[config.mk]
export PLATFORM = sky130hd
export DESIGN_NAME = bsg_arb_req_tracker
export DESIGN_NICKNAME = d
export VERILOG_FILES = /design/src/rtl/bsg_arb_req_tracker.sv
export SDC_FILE = /design/constraint.sdc
export NUM_CORES = 1
export LEC_CHECK = 0
export CELL_PAD_IN_SITES_DETAIL_PLACEMENT = 0
export CELL_PAD_IN_SITES_GLOBAL_PLACEMENT = 2
export CORE_ASPECT_RATIO = 0.5
export CORE_MARGIN = 4
export CORE_UTILIZATION = 21
export DETAILED_ROUTE_END_ITERATION = 8
export GPL_TIMING_DRIVEN = 0
export HOLD_SLACK_MARGIN = 0.15
export PLACE_DENSITY_LB_ADDON = 0.1
export SETUP_SLACK_MARGIN = 0.05
export SLEW_MARGIN = 20
export SYNTH_ARGS = -nofsm -noshare
export SYNTH_HDL_FRONTEND = slang
export SYNTH_SLANG_ARGS = --single-unit
[constraint.sdc]
create_clock -name clk_i -period 1.6 [get_ports clk_i]
set_input_delay 0.32 -clock clk_i [delete_from_list [all_inputs] [get_ports clk_i]]
set_output_delay 0.32 -clock clk_i [all_outputs]
set_load 0.03 [all_outputs]
[src/rtl/bsg_arb_req_tracker.sv]
// Per-client outstanding-request counters feeding a fixed-priority arbiter's reqs/grants interface.
// Latency: accept or retire is visible on count_o/reqs_o one cycle after the sampling edge.
// Backpressure: req_ready_o drops while a client's counter is saturated; requests while not ready are dropped.
module bsg_arb_req_tracker #(
   parameter int inputs_p      = 4,
   parameter int count_width_p = 2
) (
   input  logic                              clk_i,
   input  logic                              reset_n_i,
   input  logic [inputs_p-1:0]               req_v_i,
   output logic [inputs_p-1:0]               req_ready_o,
   output logic [inputs_p-1:0]               reqs_o,
   input  logic [inputs_p-1:0]               grants_i,
   output logic [inputs_p*count_width_p-1:0] count_o,
   output logic                              pending_any_o,
   output logic                              err_o
);

   localparam logic [count_width_p-1:0] cnt_max_lp = '1;
   localparam logic [count_width_p-1:0] cnt_one_lp = count_width_p'(1);
   localparam logic [inputs_p-1:0]      vec_one_lp = inputs_p'(1);

   logic [inputs_p-1:0][count_width_p-1:0] cnt_r;
   logic [inputs_p-1:0][count_width_p-1:0] cnt_n;
   logic                                   err_r;
   logic                                   grant_multi;
   logic                                   grant_orphan;
   logic [inputs_p-1:0]                    accept;
   logic [inputs_p-1:0]                    retire;

   // Grant-vector sanity: more than one bit set, or a grant to a client with nothing outstanding.
   always_comb begin
      grant_multi  = (grants_i & (grants_i - vec_one_lp)) != '0;
      grant_orphan = |(grants_i & ~reqs_o);
   end

   // Per-client status from registered state, then accept/retire qualification and next count.
   // Ready depends only on the registered count, so a retire from max never admits a same-cycle request.
   always_comb begin
      for (int k = 0; k < inputs_p; k++) begin
         reqs_o[k]      = (cnt_r[k] != '0);
         req_ready_o[k] = (cnt_r[k] != cnt_max_lp);
         accept[k]      = req_v_i[k] & req_ready_o[k];
         retire[k]      = grants_i[k] & ~grant_multi & reqs_o[k];
         cnt_n[k]       = cnt_r[k];
         if (accept[k] && !retire[k]) begin
            cnt_n[k] = cnt_r[k] + cnt_one_lp;
         end else if (retire[k] && !accept[k]) begin
            cnt_n[k] = cnt_r[k] - cnt_one_lp;
         end
      end
   end

   // Counter and sticky error registers; reset discards all outstanding requests at once.
   always_ff @(posedge clk_i or negedge reset_n_i) begin
      if (!reset_n_i) begin
         cnt_r <= '0;
         err_r <= 1'b0;
      end else begin
         cnt_r <= cnt_n;
         err_r <= err_r | grant_multi | grant_orphan;
      end
   end

   assign count_o       = cnt_r;
   assign pending_any_o = |reqs_o;
   assign err_o         = err_r;

endmodule
# Word-level counts from Yosys, hierarchy flattened
# Index checks and enable logic that the tools add are counted.
# word_totals
regBits,9
inputBits,10
out_inout_bits,18
wordCells,71
# op_classes
addsub,9
n_eq_ne,4
mux,8
bitwise,18
n_reduce_logical,27
# op_table
operator,count
two-way mux 2 bit,8
nonzero test 2 bit,8
AND 1 bit,12
adder 2 x 1 -> 2 bit (second input constant),4
AND 4 bit,2
logical AND 1 bit,8
zero test 1 bit,8
!= test 2 bit (second input constant),4
OR reduction 4 bit,2
subtractor 2 x 1 -> 2 bit (second input constant),4
NOT 4 bit,1
nonzero test 4 bit,1
subtractor 4 x 1 -> 4 bit (second input constant),1
bitwise OR 1 bit,2
NOT 1 bit,1

# Depth between registers and ports, before layout
# logic_depth
ltp_word,9
ltp_mapped,7
mapped_depth_nobuf,7

# Worst setup path before layout
# OpenSTA, ideal clock, no wires.
# synth_timing
path_type,reg2reg
from,reg cnt_r (netlist bit count_o[0])
to,reg cnt_r (netlist bit count_o[1])
setup_time_ps,81
arrival_ps,1705
required_time_ps,1519
slack_ps,-186
stages_incl_launch_ff,7
n_path_buf,0
period_less_slack_ps,1786
path_cell_list,dfrtp_1 -> nand2_1 -> and2_1 -> ha_1 -> xor2_1 -> nor2_1 -> xor2_1
# synth_between
elab_chain_len,5
word_cells_on_any_way,13
cone_classes,add/sub (2); eq/ne (1); mux (2); bitwise (2); reduce/logical (6)
# synth_rtl
element,line,text
start: declaration,23,logic [inputs_p-1:0][count_width_p-1:0] cnt_r;
start signal: assignment,60,cnt_r <= cnt_n;
!= test 2 bit *,42,req_ready_o[k] = (cnt_r[k] != cnt_max_lp);
net req_ready_o[0],11,"output logic [inputs_p-1:0] req_ready_o,"
AND 1 bit *,43,accept[k] = req_v_i[k] & req_ready_o[k];
zero test 1 bit,48,end else if (retire[k] && !accept[k]) begin
logical AND 1 bit,48,
nonzero test 2 bit (no line),-,
# The timed path passes the listed nets; every way through them passes the cells marked *. The select of a mux whose other input is x is not followed.
# A chain may end at the register's enable or synchronous reset.

# Worst setup path in the final report
# layout_timing
from,reg cnt_r (netlist bit count_o[4])
to,out reqs_o[2]
# layout_between
elab_chain_len,1
# layout_rtl
element,line,text
nonzero test 2 bit,41,reqs_o[k] = (cnt_r[k] != '0);
end: declaration,12,"output logic [inputs_p-1:0] reqs_o,"
# Every way passes these cells.

==> impl_results.rst <==
.. list-table::
   :header-rows: 1

   * - Metric
     - Value
   * - Run status
     - finished, final reports clean
   * - Max Freq
     - 672 MHz
   * - IO Port Bufs
     - 27
   * - Die height
     - between 40 and 50 um
   * - Min-Delay Path Class
     - input port to asynchronous set/reset pin
   * - Initial standard-cell utilization of the core
     - 23.5%
   * - Sequential area share after synthesis
     - 40.6%
   * - Clock transition time at the flip-flop clock pins of the worst setup and hold paths
     - 0.04 ns
   * - Ratio of cells with drive above 1 in the final layout
     - 31.5%
   * - Final total power
     - 2.06 mW
   * - Clk_lat worst skew
     - 0.23 ns
   * - Number of setup buffers added after CTS
     - 0
   * - Sinks on Clock Net
     - 9
   * - Global-route total usage across every layer
     - 8.91%
   * - TritonCTS clock tree
     - yes
   * - Initial antenna violation count
     - 0
   * - Tightest Pin Transition
     - 0.429 ns
   * - Number of vias per cell after detailed routing
     - 4.14
   * - Endpoint of the worst register-to-register path
     - count_o[1]
   * - Vias in the first global route
     - around 520
   * - Die outline area
     - 3580 um2
   * - Internal power of the cells
     - 1.01 mW
   * - Residual DRC count
     - 0
   * - Critical Setup Path Class
     - flop to output pin
   * - Cell type with the largest total area after synthesis
     - dfrtp_1
   * - Share of power burned in the clock network
     - 12.6%
   * - Setup-violating endpoint count in the final report
     - 0
   * - Sequential share of power
     - about 28%
   * - Switch share
     - 50.8%
   * - Logic depth of the worst register-to-register path
     - 7
   * - Startpoint type of the worst setup path
     - flop
   * - VDD IR max
     - 0.000924 V
   * - Area share of the largest cell type after synthesis
     - between 40% and 50%
   * - HPWL after detailed placement
     - 1190 um
   * - Chip Width
     - 80.7 um
   * - Standby leakage power
     - 0.384 nW
   * - Number of synthesis warnings
     - 0
   * - Most common cell after layout, fill and taps aside
     - dlygate4sd2_1
   * - Combinational power share
     - between 50% and 60%
   * - Average detailed-routed wire length per instance
     - 11.6 um
   * - Root buffer cell
     - clkbuf_8
   * - Drt first pass iters
     - 4
   * - Core Box Area
     - 2360 um2
   * - Ratio of total power to cell area
     - roughly 2200 nW/um2
   * - Number of violations reported at the end of detailed-routing iteration 0
     - 21
   * - Total via count after detailed routing
     - 513
   * - Required time worst endpoint
     - 1.28 ns
   * - Final Hold Slack
     - approximately 0.4 ns
   * - Setup Skew
     - 0.000221 ns
   * - Final weighted congestion in routability-driven placement
     - about 0.65
   * - Average cell area after synthesis
     - 9.56 um2
   * - Count of final max-slew check failures
     - 0
   * - Cells taking the most area after synthesis
     - dfrtp_1, xor2_1, ha_1, xnor2_1, nor2_1
   * - Data arrival time of the critical path
     - 1.17 ns
   * - Level count of the clock H-tree
     - 1
   * - Type of destination of the critical path
     - output pin
   * - Post-DRT Antenna Nets
     - 0
   * - Final core utilization
     - 40.2%
   * - Area added between synthesis and finish
     - 71.1%
   * - Clock buffer count from CTS
     - 3
   * - Floorplan row count
     - 12
   * - Register bit count reported by yosys
     - 9
   * - Max transition margin
     - a little under three quarters
   * - RSZ-0062 raised after global routing
     - no
   * - Remaining global-route overflow
     - 0
   * - Hold Buf Count CTS
     - 0
   * - Final hold violation count
     - 0
   * - Max-cap violation count
     - 0
   * - Top Ports
     - 28
   * - Final worst path period need
     - approximately 1.5 ns
   * - Post-synthesis cell area
     - 554 um2
   * - Tcrit/Tclk final
     - 93.0%
   * - Total instance count after detailed placement
     - 120
   * - Aggregate routed wire length
     - roughly 1400 um
   * - Pin count of the biggest net entering global routing
     - 10
   * - Critical Path Fanout Max
     - 5
   * - R2R Setup Slk
     - 0.23 ns
   * - Post-Syn Instances
     - 58
   * - Net switching power
     - 1.05 mW
   * - Final Net Count
     - 104
   * - Count of inserted antenna diode cells
     - 0
   * - Number of nets produced by synthesis
     - 72
   * - Yosys cell types
     - 18
   * - Post-route insts no fill
     - between 100 and 150
   * - CTS max path bufs
     - 2
   * - Wire length of the first global-routing pass
     - about 2400 um
   * - RR Startpoint
     - count_o[0]
   * - Commonest cells after routing, fill and taps aside
     - dlygate4sd2_1, xor2_1, dfrtp_2, nor2_1, clkdlybuf4s50_1
## how the worst max path moves through the flow
stage / startpoint / endpoint / cells past startpoint
global route: count_o[6] / reqs_o[3] / 3
global placement: grants_i[2] / count_o[3] / 7
finish: count_o[4] / reqs_o[2] / 3
floorplan: count_o[0] / count_o[1] / 7
detailed placement: grants_i[2] / count_o[3] / 7
CTS: count_o[2] / pending_any_o / 3
## power groups by stage
stage / clock (mW) / sequential (mW) / combinational, mW
2_1_floorplan: 0 / 0.726 / 0.630
3_3_place_gp: 0 / 0.529 / 1.35
3_5_place_dp: 0 / 0.538 / 1.36
4_1_cts: 0.273 / 0.563 / 1.26
5_1_grt: 0.291 / 0.595 / 1.33
6_report: 0.260 / 0.570 / 1.23
## stage by stage
stage	setup TNS, ns	instance area, um2	setup WS, ns
after floorplan	0	574	0.0467
final	0	948	0.113
after detailed placement	-2.17	888	-0.351
after global routing	0	948	0.0547
after CTS	0	951	0.0235
after global placement	-1.94	888	-0.362
## flip-flops by register name (all words and copies together), names as in the netlist
| name | count |
|---|---|
| count_o | 8 |
| err_o | 1 |
## kinds of logic after synthesis
group                    share of synthesized area (%)
AND/OR/NAND/NOR                                   22.8
flip-flops                                        40.6
buffers and inverters                             2.71
AO/OA/AOI/OAI                                     4.06
XOR/XNOR                                          19.0
adder cells (fa/ha/maj)                           10.8
## per-layer routing
layer	routed length (um)	vias to the layer above	track usage, %
met4	0	0	2.02
met1	667	239	10.7
met3	89	0	4.47
li1	-	260	-
met2	684	14	14.5
met5	0	-	0
## cells in the mapped netlist
cell type and count:
dfrtp_1 9, xor2_1 8, o211ai_1 1, nand4_1 1
nand4b_1 2, maj3_1 1, a222oi_1 1, nand3_1 1
nand2_1 5, inv_1 4, a21oi_1 1, nor2_2 1
nor2_1 9, ha_1 4, and2_1 4, xnor2_1 4
nor4b_1 1, nor3_1 1
## what timing repair did
item,CTS,global route
gates resized for setup,39,6
cloned,0,0
setup endpoints to repair,24,4
## layout make-up
type | instances | area (um2)
sequential | 9 | 235
fill | 246 | 1410
timing repair buffer | 27 | 243
inverter | 4 | 15.0
multi-input combinational | 45 | 367
tap | 35 | 43.8
clock buffer | 4 | 45.0
## critical path, cell delays in order, from the launching register on
cell and delay (ns):
dfrtp_2 0.45, nor2_4 0.17, inv_2 0.05, clkdlybuf4s15_2 0.27
Note: power is estimated with default switching activity, not from simulation.
